$ cat src/rtl/global_defs.sv
// Project-wide types shared by the trace parser and the request queue.
package global_defs;
    localparam int ADDRESS_WIDTH = 33;

    typedef enum logic [1:0] {
        NOP   = 2'd0,
        READ  = 2'd1,
        WRITE = 2'd2,
        FENCE = 2'd3
    } parsed_op_t;
endpackage

$ cat src/rtl/request_queue_if.sv
// Parser/scheduler handshake bundle for request_queue.
// head_age is present only when REQUEST_QUEUE_AGE_EN is defined.
interface request_queue_if #(
    parameter int DEPTH     = 16,
    parameter int AGE_WIDTH = 8
);
    import global_defs::*;
    localparam int CW = $clog2(DEPTH) + 1;

    logic                     op_ready_s;
    parsed_op_t               opcode;
    logic [ADDRESS_WIDTH-1:0] address;
    logic                     pop;
    logic                     head_valid;
    parsed_op_t               head_opcode;
    logic [ADDRESS_WIDTH-1:0] head_address;
    logic [CW-1:0]            count;
    logic                     full;
    logic                     empty;
    logic                     overflow;
`ifdef REQUEST_QUEUE_AGE_EN
    logic [AGE_WIDTH-1:0]     head_age;
`endif

    modport master (
        output op_ready_s, opcode, address, pop,
        input  head_valid, head_opcode, head_address, count, full, empty, overflow
`ifdef REQUEST_QUEUE_AGE_EN
        , input head_age
`endif
    );

    modport slave (
        input  op_ready_s, opcode, address, pop,
        output head_valid, head_opcode, head_address, count, full, empty, overflow
`ifdef REQUEST_QUEUE_AGE_EN
        , output head_age
`endif
    );
endinterface

$ cat src/rtl/request_queue.sv
// In-order FIFO of parsed trace ops, filled on rising edges of the parser strobe.
// Define REQUEST_QUEUE_AGE_EN to add per-entry saturating age counters and head_age.
module request_queue #(
    parameter int DEPTH     = 16,
    parameter int AGE_WIDTH = 8
) (
    input logic             clk,
    input logic             rst,
    request_queue_if.slave  bus
);
    import global_defs::*;

    localparam int PW = $clog2(DEPTH);
    localparam int CW = PW + 1;
    localparam logic [CW-1:0] FULL_CNT = CW'(DEPTH);

    logic                     r_strb_q;
    logic [PW-1:0]            r_wr;
    logic [PW-1:0]            r_rd;
    logic [CW-1:0]            r_count;
    logic                     r_overflow;
    parsed_op_t               r_op   [DEPTH];
    logic [ADDRESS_WIDTH-1:0] r_addr [DEPTH];
`ifdef REQUEST_QUEUE_AGE_EN
    logic                     r_vld  [DEPTH];
    logic [AGE_WIDTH-1:0]     r_age  [DEPTH];
`endif

    logic w_nempty;
    logic w_push_valid;
    logic w_pop_eff;
    logic w_push_acc;

    assign w_nempty     = (r_count != '0);
    // NOP strobes are swallowed before they can count toward overflow.
    assign w_push_valid = bus.op_ready_s & ~r_strb_q & (bus.opcode != NOP);
    assign w_pop_eff    = bus.pop & w_nempty;
    assign w_push_acc   = w_push_valid & ((r_count < FULL_CNT) | w_pop_eff);

    always_ff @(posedge clk or posedge rst) begin
        if (rst) begin
            r_strb_q   <= 1'b0;
            r_wr       <= '0;
            r_rd       <= '0;
            r_count    <= '0;
            r_overflow <= 1'b0;
            for (int i = 0; i < DEPTH; i++) begin
                r_op[i]   <= NOP;
                r_addr[i] <= '0;
`ifdef REQUEST_QUEUE_AGE_EN
                r_vld[i]  <= 1'b0;
                r_age[i]  <= '0;
`endif
            end
        end else begin
            r_strb_q <= bus.op_ready_s;

            if (w_push_valid && !w_push_acc)
                r_overflow <= 1'b1;

`ifdef REQUEST_QUEUE_AGE_EN
            for (int i = 0; i < DEPTH; i++) begin
                if (r_vld[i] && (r_age[i] != '1))
                    r_age[i] <= r_age[i] + AGE_WIDTH'(1);
            end
`endif

            if (w_pop_eff) begin
                r_rd <= r_rd + PW'(1);
`ifdef REQUEST_QUEUE_AGE_EN
                r_vld[r_rd] <= 1'b0;
`endif
            end

            // On full with simultaneous pop, wr == rd: the write below must win.
            if (w_push_acc) begin
                r_op[r_wr]   <= bus.opcode;
                r_addr[r_wr] <= bus.address;
                r_wr         <= r_wr + PW'(1);
`ifdef REQUEST_QUEUE_AGE_EN
                r_vld[r_wr]  <= 1'b1;
                r_age[r_wr]  <= '0;
`endif
            end

            case ({w_push_acc, w_pop_eff})
                2'b10:   r_count <= r_count + CW'(1);
                2'b01:   r_count <= r_count - CW'(1);
                default: r_count <= r_count;
            endcase
        end
    end

    assign bus.head_valid   = w_nempty;
    assign bus.head_opcode  = w_nempty ? r_op[r_rd] : NOP;
    assign bus.head_address = w_nempty ? r_addr[r_rd] : '0;
    assign bus.count        = r_count;
    assign bus.full         = (r_count == FULL_CNT);
    assign bus.empty        = ~w_nempty;
    assign bus.overflow     = r_overflow;
`ifdef REQUEST_QUEUE_AGE_EN
    assign bus.head_age     = w_nempty ? r_age[r_rd] : '0;
`endif

endmodule

$ cat src/flat_wrapper.sv
// flat-port wrapper written by rule: the top's interface ports become plain ports
module request_queue_flat import global_defs::*;
#(
    parameter int DEPTH     = 16,
    parameter int AGE_WIDTH = 8
)
  (clk, rst, bus_op_ready_s, bus_opcode, bus_address, bus_pop, bus_head_valid, bus_head_opcode, bus_head_address, bus_count, bus_full, bus_empty, bus_overflow);
  request_queue_if #(.DEPTH(DEPTH), .AGE_WIDTH(AGE_WIDTH)) bus_i ();
  input logic clk;
  input logic rst;
  input wire logic [$bits(bus_i.op_ready_s)-1:0] bus_op_ready_s;
  input wire logic [$bits(bus_i.opcode)-1:0] bus_opcode;
  input wire logic [$bits(bus_i.address)-1:0] bus_address;
  input wire logic [$bits(bus_i.pop)-1:0] bus_pop;
  output wire logic [$bits(bus_i.head_valid)-1:0] bus_head_valid;
  output wire logic [$bits(bus_i.head_opcode)-1:0] bus_head_opcode;
  output wire logic [$bits(bus_i.head_address)-1:0] bus_head_address;
  output wire logic [$bits(bus_i.count)-1:0] bus_count;
  output wire logic [$bits(bus_i.full)-1:0] bus_full;
  output wire logic [$bits(bus_i.empty)-1:0] bus_empty;
  output wire logic [$bits(bus_i.overflow)-1:0] bus_overflow;
  assign bus_i.op_ready_s = bus_op_ready_s;
  assign bus_i.opcode = bus_opcode;
  assign bus_i.address = bus_address;
  assign bus_i.pop = bus_pop;
  assign bus_head_valid = bus_i.head_valid;
  assign bus_head_opcode = bus_i.head_opcode;
  assign bus_head_address = bus_i.head_address;
  assign bus_count = bus_i.count;
  assign bus_full = bus_i.full;
  assign bus_empty = bus_i.empty;
  assign bus_overflow = bus_i.overflow;
  request_queue #(.DEPTH(DEPTH), .AGE_WIDTH(AGE_WIDTH)) u_core (.clk(clk), .rst(rst), .bus(bus_i));
endmodule
$ cat config.mk
export PLATFORM = sky130hd
export DESIGN_NAME = request_queue_flat
export DESIGN_NICKNAME = d
export VERILOG_FILES = /design/src/rtl/global_defs.sv /design/src/rtl/request_queue_if.sv /design/src/rtl/request_queue.sv /design/src/flat_wrapper.sv
export SDC_FILE = /design/constraint.sdc
export NUM_CORES = 1
export LEC_CHECK = 0
export BUFFER_PORTS_ARGS = -buffer_cell sky130_fd_sc_hd__buf_2
export CAP_MARGIN = 25
export CORE_MARGIN = 4
export CORE_UTILIZATION = 25
export DETAILED_ROUTE_END_ITERATION = 8
export SYNTH_ARGS = -nofsm -noshare
export SYNTH_HDL_FRONTEND = slang
export SYNTH_SLANG_ARGS = --single-unit
export TNS_END_PERCENT = 50
$ cat constraint.sdc
create_clock -name clk -period 23.4 [get_ports clk]
set_input_delay 2.34 -clock clk [delete_from_list [all_inputs] [get_ports clk]]
set_output_delay 2.34 -clock clk [all_outputs]
set_load 0.02 [all_outputs]
# Word-level counts from Yosys, hierarchy flattened
# Cells that the tools add are included.
# totals
regBits	575
inputBits	39
out_inout_bits	44
word_cells	78
# classes
n_addsub	4
magnitude_cmp	4
eq_ne	3
n_mux	15
bitwise_logic	9
reduce_logical	6
# ops
op	n
$bwmux 528	1
$bmux 33 s4	1
$demux 33 s4	1
$mux 33	4
$bwmux 32	1
$ge 5x5->1 const B	2
$not 4->5	2
$pmux 5 s2	1
$add 4x1->4 const B	2
$bmux 2 s4	1
$demux 2 s4	1
$mux 2	4
$add 5x1->5 const B	1
$eq 5x5->1 const B	1
$lt 5x1->1 const B	1
$lt 5x5->1 const B	1
$reduce_bool 5->1	1
$sub 5x1->5 const B	1
$and 1x1->1	4
$reduce_bool 2->1	2
$eq 2x1->1 const B	1
$eq 2x2->1 const B	1
$logic_and 1x1->1	2
$not 1->1	2
other kinds (2)	2

# Longest topological paths before layout
# depth
depth_word	6
depth_mapped	13
ltp_nobuf	10

# Worst setup path before layout
# Ideal clock, no wire load.
# synth_timing
path_kind	input to register
from	in bus_pop
to	reg u_core.r_count[4], in the netlist u_core.bus.count[4]
setup_time_ns	0.131
arrival_ns	4.722
required_time_ns	23.269
slack_ns	18.547
stages	13
path_cell_list	nor2b_4 -> nor4b_4 -> buf_4 -> buf_12 -> inv_1 -> ha_1 -> clkbuf_1 -> xor2_1 -> ha_1 -> or3_1 -> a2111oi_0 -> nor4_1 -> xnor2_1
# synth_via
elab_chain_cells	5
elab_cells_between_ends	7
classes_between	eq/ne (2); mux (1); bitwise (3); reduce/logical (1)
# synth_rtl
item	line	rtl
start: declaration	flat_wrapper.sv:14	input wire logic [$bits(bus_i.pop)-1:0] bus_pop;
$and 1x1->1 (*)	request_queue.sv:37	assign w_pop_eff = bus.pop & w_nempty;
$or 1x1->1	request_queue.sv:38	assign w_push_acc = w_push_valid & ((r_count < FULL_CNT) | w_pop_eff);
$and 1x1->1	request_queue.sv:38	
$eq 2x1->1 / $eq 2x2->1 (equally long branches)	request_queue.sv:86	case ({w_push_acc, w_pop_eff})
$pmux 5 s2 / $reduce_bool 2->1 (equally long branches)	--	
end signal: assignment	request_queue.sv:87	2'b10: r_count <= r_count + CW'(1);
end signal: assignment	request_queue.sv:88	2'b01: r_count <= r_count - CW'(1);
end signal: assignment	request_queue.sv:89	default: r_count <= r_count;
end: declaration	request_queue.sv:20	logic [CW-1:0] r_count;
# Every way passes the cells marked *; elsewhere a longest branch is shown, timed or not.
# A chain may end at the register's enable or synchronous reset.

# Final worst setup path
# layout_timing
from	reg u_core.r_rd[0]
to	out bus_head_address[23]
# layout_via
elab_chain_cells	5
# layout_rtl
item	line	rtl
start: declaration	request_queue.sv:19	logic [PW-1:0] r_rd;
start signal: assignment	request_queue.sv:69	r_rd <= r_rd + PW'(1);
$not 4->5 (not written as such)	request_queue.sv:96	assign bus.head_address = w_nempty ? r_addr[r_rd] : '0;
$bmux 33 s4	request_queue.sv:96	
$mux 33 (not written as such) (2 in series)	request_queue.sv:96	
$mux 33	request_queue.sv:96	
end: declaration	flat_wrapper.sv:17	output wire logic [$bits(bus_i.head_address)-1:0] bus_head_address;
# Every way passes these cells. The select of a mux whose other input is x is not followed.

==> results.toml <==
[status]
status = "finished clean"

[global_route]
grt_pass1_vias = 16030
globalRouteOverflowTotal = 0
gr-usage-met1_pct = 15.91
grt.total_usage_pct = 12.07
use_met3_pct = 2.447
antenna_found_initial = 14
grt-busiest-layer = "met2"
grt_max_degree = 156
grt_pass1_wl_um = 104000
grt.met2_usage_pct = 20.05

[setup_path]
cp-start-kind = "flop"
path_cells = "buf_4 -> buf_4 -> mux4_2 -> mux2i_1 -> o22ai_1 -> buf_2"
cp.arrival_ns = 4.09
end_kind = "primary output"
critPathBufInv = 3
cp_data_required_time_ns = 21.06
startpoint = "u_core.r_rd[0]"
slowest_stage = "dfrtp_4"
reg2reg_slack_ns = 19.99
cpPeakStageDelay_ns = 0.82
rr_startpoint = "u_core.bus.count[2]"
r2r-end = "u_core.bus.count[4]"
path_delay_family = "buffers and inverters"
crit_fanout = 36
path_common_cell = "buf_4"
critical_path_depth = 6
endpoint = "bus_head_address[23]"
r2r_cells = 9
critPathKind = "reg2out"

[yosys]
netlist_top_cells_count = "dfrtp_1 (575), mux2_2 (442), mux4_2 (140), mux2_4 (120), mux2i_1 (70)"
synth.distinct_cells = 40
synth-seq-area-share_pct = 53.77
synth_fp_nets = 1665
netlist_instances = 1617
synth_most_common_cell = "dfrtp_1"
syn_area_mm2 = 0.02676
ys_top_cells_by_area = "dfrtp_1 (54%), mux2_2 (19%), mux4_2 (12%)"
yosysWarnings = 0
synth_top_area_cell = "dfrtp_1"
synth_area_per_cell_um2 = 16.55
synth_top_area_share_pct = 53.77
async_reset_ff_share_pct = 100.0
synth-edff-count = 0
ys_seq_elements = 575
synth_ff_type = "dfrtp_1"

[timing]
relSlewSlack_pct = 35.69
setup_viol_count_final = 0
rsz0062_at_grt = "no"
hold_viol = 0
fin_crit_sh_pct = 27.47
fin_tns_setup_ns = 0
clock_skew_ns = 0.02316
worst_slew_pin_slew_ns = 0.9646
layout_setup_ws_ns = 16.97
fin_crit_ns = 6.429
fmax_mhz = 155.6
drv_slew = 0
whs_ns = 0.4598

[final_layout]
instances_no_fill = 3096
drive_gt1_share_pct = 55.53
nNetsFinal = 1701
area_growth_pct = 14.85

[cts]
cts.sinks = 575
cts-htree-levels = 3
clk_path_buf_depth = 3
postCtsHoldBufs = 0
cts_made_buffers = 66
clockRootBuffer = "clkbuf_16"
cts.repair.resized = 0
clk_pin_slew_worst_paths_ns = 0.06
worstSkewPairLatency_ns = 0.60
cts_tree = "yes"
post_cts_buffers = 0

[power]
cellPowerDensity_mw_per_mm2 = 134.6
peakVddDrop_mv = 0.05373
leakagePower_nw = 14.28

[die]
fp.dieW_um = 335.2
dieArea_mm2 = 0.1123
start_util_pct = 25.31
coreArea_mm2 = 0.1057
placementRows = 119
ios = 83
die_h_um = 335.2

[detailed_routing]
firstDrtPassIters = 4
wl_per_cell_um = 21.80
drc = 0
routed_wl_um = 67490
num_vias = 14330
viasPerCell = 4.628
final_antenna_net_count = 0
drtIter0Drc = 781

[worst_hold_path]
hp-start = "u_core.bus.overflow"
min_path_type = "reg2reg"

[place]
portBuffers = 82
gp_congestion = 0.6986
dp_cells = 2972
dp_hpwl_um = 39950
dpl_worst_slack_ns = 17.46

[run]
cap_violations = 0
[cell type report]
cell class | count | area (um2)
diodes | 5 | 12.51
clock buffers | 96 | 1936
clock inverters | 19 | 264.0
fillers | 10430 | 74980
inverters | 8 | 37.54
multi-input cells | 886 | 11510
flip-flops and latches | 575 | 14400
well taps | 1391 | 1740
repair buffers | 116 | 830.8
[cells in the final DEF (no fill, tap or decap), drive strengths merged, types with 2 or more instances in the layout]
master / instances
a21o: 2
a21oi: 2
clkinv: 5
mux2: 562
o21ai: 3
nor2: 4
nand2b: 3
o22ai: 35
nor3b: 2
nand4: 2
clkbuf: 96
bufinv: 5
nor2b: 4
nand2: 6
ha: 9
dfrtp: 575
nor4: 2
nor4b: 3
xnor2: 8
a21boi: 2
and3: 12
mux2i: 70
diode: 5
nand3: 4
inv: 16
mux4: 140
buf: 116
and2: 2
xor2: 3
[registers in the layout, summed over array words and instances (netlist names)]
signal,flops
u_core.r_strb_q,1
u_core.r_wr,4
u_core.r_op,32
u_core.bus.overflow,1
u_core.bus.count,5
u_core.r_addr,528
u_core.r_rd,4
[how the worst min path moves through the flow]
stage	end	slack (ns)	cells past startpoint
floorplan	u_core.r_addr[456]	0.47	1
global placement	u_core.bus.overflow	0.45	1
detailed placement	u_core.bus.overflow	0.45	1
CTS	u_core.bus.overflow	0.47	1
global route	u_core.bus.overflow	0.48	1
finish	u_core.bus.overflow	0.46	1
[worst reg2reg max path: cells and delay by family, from the launching register on]
family | cells | cell delay (ns)
simple gates | 3 | 0.96
compound gates | 2 | 0.84
fa+ha+maj | 2 | 0.64
flops | 1 | 0.47
xor+xnor | 2 | 0.37
[cells by family after synthesis]
logic type	count (synthesis)	synth area share, %
buffers and inverters	156	3.278
XOR/XNOR	11	0.3600
AND/OR/NAND/NOR	47	1.318
adder cells (fa/ha/maj)	9	0.4208
flip-flops	575	53.77
AO/OA/AOI/OAI	47	1.122
multiplexers	772	39.73
[metal layers]
metal  vias to the layer above  share of wire (%)  wire (um)
met2                       277                 49      32820
met5                         -              0.052         35
met4                         6                2.5       1668
met3                       114                4.8       3238
met1                      7838                 44      29730
li1                       6092                  -          -
[through the flow]
step / utilization, % / power, mW / cell area [um2]
2_1_floorplan: - / 2.707 / 26760
3_3_place_gp: 26.78 / 3.050 / 28310
3_5_place_dp: 26.88 / 3.120 / 28410
4_1_cts: 28.96 / 4.188 / 30610
5_1_grt: 29.07 / 4.372 / 30730
6_report: 29.07 / 4.138 / 30740
[report_power, final]
part	total [mW]	internal, mW	switching (mW)
Sequential	1.67	1.40	0.268
Clock	1.05	0.632	0.416
Combinational	1.42	0.806	0.618
(Power assumes the default switching activity.)
